[config.mk]
export PLATFORM = sky130hd
export DESIGN_NAME = bus_demux_flat
export DESIGN_NICKNAME = d
export VERILOG_FILES = /design/src/rtl/bus_demux_if.sv /design/src/rtl/bus_demux.sv /design/src/flat_wrapper.sv
export SDC_FILE = /design/constraint.sdc
export NUM_CORES = 1
export LEC_CHECK = 0
export CAP_MARGIN = 20
export CORE_MARGIN = 2
export CORE_UTILIZATION = 35
export CTS_BUF_LIST = sky130_fd_sc_hd__clkbuf_4
export CTS_CLUSTER_SIZE = 25
export DETAILED_ROUTE_END_ITERATION = 6
export GPL_TIMING_DRIVEN = 1
export PLACE_DENSITY = 0.74
export REMOVE_ABC_BUFFERS = 1
export SLEW_MARGIN = 20
export SYNTH_ARGS = -nofsm -noshare
export SYNTH_HDL_FRONTEND = slang
export SYNTH_SLANG_ARGS = --single-unit
[constraint.sdc]
create_clock -name clk -period 1.8 [get_ports clk]
set_input_delay 0.18 -clock clk [delete_from_list [all_inputs] [get_ports clk]]
set_output_delay 0.18 -clock clk [all_outputs]
set_load 0.03 [all_outputs]
[src/rtl/bus_demux_if.sv]
// Bundle of the initiator port and both target ports of the 1-to-2 bus demux.
// slave is the demux's view; master is the environment (initiator plus targets).
interface bus_demux_if;
    logic        m_valid;
    logic        m_ready;
    logic        m_we;
    logic [31:0] m_addr;
    logic [31:0] m_wdata;
    logic        m_rvalid;
    logic [31:0] m_rdata;
    logic        m_err;

    logic        s0_valid;
    logic        s0_ready;
    logic        s0_we;
    logic [31:0] s0_addr;
    logic [31:0] s0_wdata;
    logic        s0_rvalid;
    logic [31:0] s0_rdata;

    logic        s1_valid;
    logic        s1_ready;
    logic        s1_we;
    logic [31:0] s1_addr;
    logic [31:0] s1_wdata;
    logic        s1_rvalid;
    logic [31:0] s1_rdata;

    modport slave (
        input  m_valid, m_we, m_addr, m_wdata,
        output m_ready, m_rvalid, m_rdata, m_err,
        output s0_valid, s0_we, s0_addr, s0_wdata,
        input  s0_ready, s0_rvalid, s0_rdata,
        output s1_valid, s1_we, s1_addr, s1_wdata,
        input  s1_ready, s1_rvalid, s1_rdata
    );

    modport master (
        output m_valid, m_we, m_addr, m_wdata,
        input  m_ready, m_rvalid, m_rdata, m_err,
        input  s0_valid, s0_we, s0_addr, s0_wdata,
        output s0_ready, s0_rvalid, s0_rdata,
        input  s1_valid, s1_we, s1_addr, s1_wdata,
        output s1_ready, s1_rvalid, s1_rdata
    );
endinterface

[src/rtl/bus_demux.sv]
// Single-outstanding address demux: one initiator to two targets split at S1_BASE,
// with a per-transaction watchdog that completes with an error after TIMEOUT cycles.
module bus_demux #(
    parameter logic [31:0] S1_BASE = 32'h1000_0000,
    parameter int          TIMEOUT = 16
) (
    input  logic         clk,
    input  logic         rst,
    bus_demux_if.slave   bus
);
    localparam int CW = (TIMEOUT > 1) ? $clog2(TIMEOUT) : 1;

    typedef enum logic [1:0] {IDLE, ISSUE, WAIT} state_t;

    state_t        r_state;
    logic          r_we;
    logic [31:0]   r_addr;
    logic [31:0]   r_wdata;
    logic          r_sel;
    logic [CW-1:0] r_cnt;
    logic          r_rvalid;
    logic [31:0]   r_rdata;
    logic          r_err;

    logic          w_ready;
    logic          w_rv;
    logic [31:0]   w_rd;
    logic          w_to;

    always_comb begin
        w_ready = r_sel ? bus.s1_ready  : bus.s0_ready;
        w_rv    = r_sel ? bus.s1_rvalid : bus.s0_rvalid;
        w_rd    = r_sel ? bus.s1_rdata  : bus.s0_rdata;
        w_to    = (r_cnt == CW'(TIMEOUT - 1));
    end

    always_ff @(posedge clk) begin
        if (rst) begin
            r_state  <= IDLE;
            r_we     <= 1'b0;
            r_addr   <= '0;
            r_wdata  <= '0;
            r_sel    <= 1'b0;
            r_cnt    <= '0;
            r_rvalid <= 1'b0;
            r_rdata  <= '0;
            r_err    <= 1'b0;
        end else begin
            r_rvalid <= 1'b0;
            case (r_state)
                IDLE: begin
                    if (bus.m_valid) begin
                        r_we    <= bus.m_we;
                        r_addr  <= bus.m_addr;
                        r_wdata <= bus.m_wdata;
                        r_sel   <= (bus.m_addr >= S1_BASE);
                        r_cnt   <= '0;
                        r_state <= ISSUE;
                    end
                end
                ISSUE: begin
                    r_cnt <= r_cnt + 1'b1;
                    if (w_to) begin
                        r_rvalid <= 1'b1;
                        r_err    <= 1'b1;
                        r_rdata  <= 32'hDEAD_BEEF;
                        r_state  <= IDLE;
                    end else if (w_ready) begin
                        r_state <= WAIT;
                    end
                end
                WAIT: begin
                    r_cnt <= r_cnt + 1'b1;
                    // A completion on the timeout edge still counts as success.
                    if (w_rv) begin
                        r_rvalid <= 1'b1;
                        r_err    <= 1'b0;
                        r_rdata  <= r_we ? 32'h0 : w_rd;
                        r_state  <= IDLE;
                    end else if (w_to) begin
                        r_rvalid <= 1'b1;
                        r_err    <= 1'b1;
                        r_rdata  <= 32'hDEAD_BEEF;
                        r_state  <= IDLE;
                    end
                end
                default: r_state <= IDLE;
            endcase
        end
    end

    assign bus.m_ready  = (r_state == IDLE);
    assign bus.m_rvalid = r_rvalid;
    assign bus.m_rdata  = r_rdata;
    assign bus.m_err    = r_err;

    // Target outputs are decoded from the latched request so the unselected side stays 0.
    assign bus.s0_valid = (r_state == ISSUE) && !r_sel;
    assign bus.s0_we    = r_we && !r_sel;
    assign bus.s0_addr  = r_sel ? 32'h0 : r_addr;
    assign bus.s0_wdata = r_sel ? 32'h0 : r_wdata;

    assign bus.s1_valid = (r_state == ISSUE) && r_sel;
    assign bus.s1_we    = r_we && r_sel;
    assign bus.s1_addr  = r_sel ? r_addr  : 32'h0;
    assign bus.s1_wdata = r_sel ? r_wdata : 32'h0;
endmodule

[src/flat_wrapper.sv]
// flat-port wrapper written by rule: the top's interface ports become plain ports
module bus_demux_flat 
#(
    parameter logic [31:0] S1_BASE = 32'h1000_0000,
    parameter int          TIMEOUT = 16
)
  (clk, rst, bus_m_valid, bus_m_we, bus_m_addr, bus_m_wdata, bus_m_ready, bus_m_rvalid, bus_m_rdata, bus_m_err, bus_s0_valid, bus_s0_we, bus_s0_addr, bus_s0_wdata, bus_s0_ready, bus_s0_rvalid, bus_s0_rdata, bus_s1_valid, bus_s1_we, bus_s1_addr, bus_s1_wdata, bus_s1_ready, bus_s1_rvalid, bus_s1_rdata);
  bus_demux_if bus_i ();
  input  logic clk;
  input  logic rst;
  input wire logic [$bits(bus_i.m_valid)-1:0] bus_m_valid;
  input wire logic [$bits(bus_i.m_we)-1:0] bus_m_we;
  input wire logic [$bits(bus_i.m_addr)-1:0] bus_m_addr;
  input wire logic [$bits(bus_i.m_wdata)-1:0] bus_m_wdata;
  output wire logic [$bits(bus_i.m_ready)-1:0] bus_m_ready;
  output wire logic [$bits(bus_i.m_rvalid)-1:0] bus_m_rvalid;
  output wire logic [$bits(bus_i.m_rdata)-1:0] bus_m_rdata;
  output wire logic [$bits(bus_i.m_err)-1:0] bus_m_err;
  output wire logic [$bits(bus_i.s0_valid)-1:0] bus_s0_valid;
  output wire logic [$bits(bus_i.s0_we)-1:0] bus_s0_we;
  output wire logic [$bits(bus_i.s0_addr)-1:0] bus_s0_addr;
  output wire logic [$bits(bus_i.s0_wdata)-1:0] bus_s0_wdata;
  input wire logic [$bits(bus_i.s0_ready)-1:0] bus_s0_ready;
  input wire logic [$bits(bus_i.s0_rvalid)-1:0] bus_s0_rvalid;
  input wire logic [$bits(bus_i.s0_rdata)-1:0] bus_s0_rdata;
  output wire logic [$bits(bus_i.s1_valid)-1:0] bus_s1_valid;
  output wire logic [$bits(bus_i.s1_we)-1:0] bus_s1_we;
  output wire logic [$bits(bus_i.s1_addr)-1:0] bus_s1_addr;
  output wire logic [$bits(bus_i.s1_wdata)-1:0] bus_s1_wdata;
  input wire logic [$bits(bus_i.s1_ready)-1:0] bus_s1_ready;
  input wire logic [$bits(bus_i.s1_rvalid)-1:0] bus_s1_rvalid;
  input wire logic [$bits(bus_i.s1_rdata)-1:0] bus_s1_rdata;
  assign bus_i.m_valid = bus_m_valid;
  assign bus_i.m_we = bus_m_we;
  assign bus_i.m_addr = bus_m_addr;
  assign bus_i.m_wdata = bus_m_wdata;
  assign bus_m_ready = bus_i.m_ready;
  assign bus_m_rvalid = bus_i.m_rvalid;
  assign bus_m_rdata = bus_i.m_rdata;
  assign bus_m_err = bus_i.m_err;
  assign bus_s0_valid = bus_i.s0_valid;
  assign bus_s0_we = bus_i.s0_we;
  assign bus_s0_addr = bus_i.s0_addr;
  assign bus_s0_wdata = bus_i.s0_wdata;
  assign bus_i.s0_ready = bus_s0_ready;
  assign bus_i.s0_rvalid = bus_s0_rvalid;
  assign bus_i.s0_rdata = bus_s0_rdata;
  assign bus_s1_valid = bus_i.s1_valid;
  assign bus_s1_we = bus_i.s1_we;
  assign bus_s1_addr = bus_i.s1_addr;
  assign bus_s1_wdata = bus_i.s1_wdata;
  assign bus_i.s1_ready = bus_s1_ready;
  assign bus_i.s1_rvalid = bus_s1_rvalid;
  assign bus_i.s1_rdata = bus_s1_rdata;
  bus_demux #(.S1_BASE(S1_BASE), .TIMEOUT(TIMEOUT)) u_core (.clk(clk), .rst(rst), .bus(bus_i));
endmodule
Word level (Yosys, flattened, before mapping)
Cells that the tools add are included.
- bits in registers: 106
- output and inout bits: 167
- logic and storage cells: 54
- add/sub/neg operators: 1
- $lt $le $gt $ge: 1
- equality and inequality tests: 6
- mux-type cells: 25
- reduce and logical (&&, ||, !) cells: 12
- operators by type and width (cell ; count):
    two-way mux 32 bit ; 8
    one-hot mux 32 bit (2 select lines) ; 1
    >= comparator 32 x 29 -> 1 bit (second input constant) ; 1
    two-way mux 2 bit ; 5
    one-hot mux 4 bit (2 select lines) ; 1
    two-way mux 1 bit ; 6
    inequality test 3 x 1 -> 1 bit (second input constant) ; 2
    one-hot mux 2 bit (3 select lines) ; 1
    adder 4 x 1 -> 4 bit (second input constant) ; 1
    == test 4 bit (second input constant) ; 1
    logical AND 1 bit ; 4
    two-way mux 4 bit ; 1
    one-hot mux 1 bit (2 select lines) ; 2
    AND reduction 2 bit ; 2
    nonzero test 2 bit ; 2
    AND reduction 3 bit ; 1
    == test 2 x 1 -> 1 bit (second input constant) ; 1
    == test 2 bit (second input constant) ; 1
    zero test 2 bit ; 1
    inequality test 2 bit (second input constant) ; 1
    OR reduction 2 bit ; 1
    zero test 1 bit ; 1

Logic depth before layout (Yosys ltp)
- depth in word-level cells: 4
- mapped depth: 7
- gate-level depth less buffers: 6

Worst setup path after synthesis
Ideal clock, no wire load.
- kind: flip-flop to flip-flop
- from: register u_core.r_state[0]
- to: register u_core.r_wdata[27]
- setup time: 70 ps
- arrival time: 1650 ps
- required time: 1730 ps
- slack: 80 ps
- stages on the path, launching flop included: 8
- path buffers: 2
- period minus slack after synthesis: 1720 ps
- cell sequence: dfxtp_1 inv_1 ha_1 and2_1 buf_2 buf_1 nand2_1 a21oi_1
- word-level cells in the longest chain between the ends: 2
- ends and longest elaborated chain (what ; line ; source):
    from (decl) ; bus_demux.sv:15 ; state_t r_state;
    from (signal assigned) ; bus_demux.sv:39 ; r_state <= IDLE;
    from (signal assigned) ; bus_demux.sv:58 ; r_state <= ISSUE;
    from (signal assigned) ; bus_demux.sv:67 ; r_state <= IDLE;
    zero test 2 bit ; -- ;
    named net bus_m_ready ; flat_wrapper.sv:15 ; output wire logic [$bits(bus_i.m_ready)-1:0] bus_m_ready;
    AND reduction 2 bit (no line) ; -- ;
    to (signal assigned) ; bus_demux.sv:55 ; r_wdata <= bus.m_wdata;
    to (decl) ; bus_demux.sv:18 ; logic [31:0] r_wdata;
The timed path passes the listed nets, and every way through them passes these cells.
A chain may end at the register's enable or synchronous reset.

Worst setup path in the final report
- from: register u_core.r_sel
- to: output port bus_s1_addr[18]
- word-level cells in the longest chain between the ends: 1
- ends and longest elaborated chain (what ; line ; source):
    from (decl) ; bus_demux.sv:19 ; logic r_sel;
    from (signal assigned) ; bus_demux.sv:56 ; r_sel <= (bus.m_addr >= S1_BASE);
    two-way mux 32 bit ; bus_demux.sv:105 ; assign bus.s1_addr = r_sel ? r_addr : 32'h0;
    to (decl) ; flat_wrapper.sv:28 ; output wire logic [$bits(bus_i.s1_addr)-1:0] bus_s1_addr;
Every way passes these cells.

==> results.md <==
* Status: completed
* Static Leakage at approximately 3.5 nW
* Max-slew violations at 0
* Chip width at between 100 and 150 um
* Post-Synthesis Cells at roughly 650
* FILL cells at ~1400
* First-pass GRT wire length at 25800 um
* Max cap viols at 0
* Sink Count at between 100 and 150
* Insertion delay to the later sink of the worst-skew pair at around 0.46 ns
* CP arrival at 1.56 ns
* FP Rows at 44
* Yosys warnings at 0
* Commonest non-fill, non-tap cell in the layout: clkdlybuf4s50_1
* Dpl cells at about 1100
* Switching pwr at 2.07 mW
* Power Internal at between 4 and 5 mW
* Register Area at about 2100 um2
* Fin. Hold Viols at 0
* Area share of fa/ha/maj cells after synthesis at 0.970%
* Final std cells w/o fill at 1122
* Max VDD drop at 0.413 mV
* H-tree lvl count at 3
* Final wirelength at 16500 um
* Most frequent cells in the layout: clkdlybuf4s50_1, nand2_1, dfxtp_1
* Rel. slew slack at 75.4%
* Vias per inst at roughly 4.7
* Final setup viols at 0
* Xor/xnor share of the synthesized area at 0%
* Total core area at 14500 um2
* Initial antenna violation count at 0
* Vias at roughly 5300
* Crit end category: primary output
* Post-synth top area share at 41.1%
* Layout area overhead at 65.6%
* Crit path required time at 1.62 ns
* Final core occ at 59.0%
* Synth Cell Area at 5160 um2
* RSZ-0062 raised after global routing: true
* Root Buffer: clkbuf_4
* Register area share after synthesis at 41.1%
* Area of the multi-input gates at between 2000 and 3000 um2
* Routed Antenna Nets at 0
* Period utilization at 96.6%
* Layout Skew at 0.0148 ns
* Die ar. at 15700 um2
* Area share of and/or/nand/nor cells after synthesis at 31.4%
* Nets@finish at approximately 1100
* Clock Power Share at approximately 22%
* Worst setup SP type: register
* Multiplexer fraction of the synthesized cell area at roughly 6.7%
* Ranking of synthesized cells by area: dfxtp_1, nand2_1, and2_1, nor2b_1, a21oi_1
* Netlist cell types at 32
* Initial Util at 35.6%
* Cell accounting for the most synthesized area: dfxtp_1
* Power per cell area at between 700 and 800 nW/um2
* Largest net degree at the start of global routing at 53
* Wire per inst at 14.7 um
* PortBufs at 302
* Total CTS buffers at 9
* Number of global-route vias before repair at between 4000 and 5000
* CTS tree: done
* Largest family of logic cells by synthesized area: simple AND/OR/NAND/NOR gates
* Share of layout cells above drive strength 1 at 22.7%
* I/O Pins at 303
* Overflow after GRT at 0
* Slew at the pin closest to its max-slew limit at 0.365 ns
* Placer Congestion at between 0.8 and 0.9
* First-pass detailed-route iteration total at 4
* CP max FO at 40
* DR DRC count at 0
* Antenna diode count at 0
* Worst Hold Class: input port to register
* Setup TNS at 0 ns
* Compound-Gate Fraction of Synth Area at 15.0%
* Yosys reg bits at approximately 110
* Minimum clock period at 1.74 ns
* Mapped Avg Cell Area at 7.96 um2
* Fmax at 575 MHz
* DRT iter0 DRCs at approximately 280
* Gate power share at 34.6%
* Sw frac at 33.9%
* HPWL after DPL at 12500 um
* Tot GR Track Use at 20.3%
* Bufs on Longest Clock Path at 2
* Clk slew on worst S/H paths at 0.16 ns
* Vert. Die Dim at 125 um
* Critical path class: register to primary output
* Seq pwr share at 43.1%
repair_timing:
item,4_1_cts,5_1_grt
setup buffers,3,0
resized for setup,185,31
hold endpoints to repair,4,0
cloned,0,1
pin swaps,0,1
endpoints found under the setup margin,93,31
hold buffers,1,0
registers in the layout, indices dropped and copies added (netlist names):
signal and cells:
u_core.r_sel 1, u_core.r_we 1, u_core.bus.m_rvalid 1, u_core.bus.m_rdata 32, u_core.r_wdata 32, u_core.bus.m_err 1, u_core.r_cnt 4, u_core.r_addr 32
u_core.r_state 2
metrics by stage:
stage                     instance area, um2  worst slack [ns]  power [mW]  hold WS, ns
after floorplan                         4930             -2.73        3.80        0.246
after global placement                  8270           0.00340        4.80        0.438
after detailed placement                8270           -0.0187        4.81        0.448
after CTS                               8540           -0.0153        6.17        0.191
after global routing                    8540           -0.0460        6.43        0.214
final                                   8540            0.0605        6.10        0.237
routing by layer:
| layer | wire length (um) | vias to the layer above | GRT usage [%] |
|---|---|---|---|
| li1 | - | 2699 | - |
| met2 | 8120 | 201 | 35.1 |
| met5 | 0 | - | 0 |
| met3 | 1180 | 12 | 5.48 |
| met4 | 176 | 0 | 5.36 |
| met1 | 7040 | 2369 | 24.9 |
power by group through the flow:
stage,clock network [mW],registers (mW),logic [mW]
2_1_floorplan,0,2.77,1.03
3_3_place_gp,0,2.68,2.12
3_5_place_dp,0,2.68,2.13
4_1_cts,1.42,2.63,2.12
5_1_grt,1.49,2.65,2.28
6_report,1.36,2.63,2.11
path summary, 6_finish.rpt:
path | from | to | slack (ns) | cells past startpoint
max | u_core.r_sel | bus_s1_addr[18] | 0.06 | 4
min | bus_m_addr[13] | u_core.r_addr[13] | 0.24 | 3
max reg2reg | u_core.r_state[1] | u_core.bus.m_rdata[17] | 0.12 | 7
min reg2reg | u_core.bus.m_rdata[8] | u_core.bus.m_rdata[8] | 0.46 | 2
critical path: stages, from the launching register on:
cell,delay (ns)
dfxtp_4,0.46
buf_12,0.20
buf_8,0.15
and2_1,0.13
buf_4,0.15
cells by family (layout without fill, tap and decap cells):
kind of cell | count (synthesis) | count (layout)
buffers and inverters | 60 | 350
muxes | 34 | 34
AOI/OAI and AO/OA | 116 | 116
DFF | 106 | 106
adders and majority gates | 4 | 4
and+or+nand+nor | 328 | 328
final cells by class:
cell class                 count  share of cell area, %
sequential                   106                   24.9
clock buffer                   9                  0.791
multi-input combinational    482                   33.0
tap                          184                   2.70
inverter                       5                  0.220
clock inverter                 7                   1.10
timing repair buffer         329                   37.2
cell usage after synthesis, drive strengths merged:
cell / instances
nand2: 148
dfxtp: 106
a21oi: 79
and2: 69
nor2b: 67
clkbuf: 34
mux2i: 33
nor2: 26
o221a: 25
buf: 21
or3: 9
inv: 5
o21ai: 5
ha: 4
and3: 2
nor3: 2
a211oi: 1
a221oi: 1
a22oi: 1
a2bb2oi: 1
a32oi: 1
mux2: 1
nand2b: 1
nand3: 1
nand3b: 1
nand4: 1
o311ai: 1
o41ai: 1
or2: 1
(Power assumes the default switching activity.)
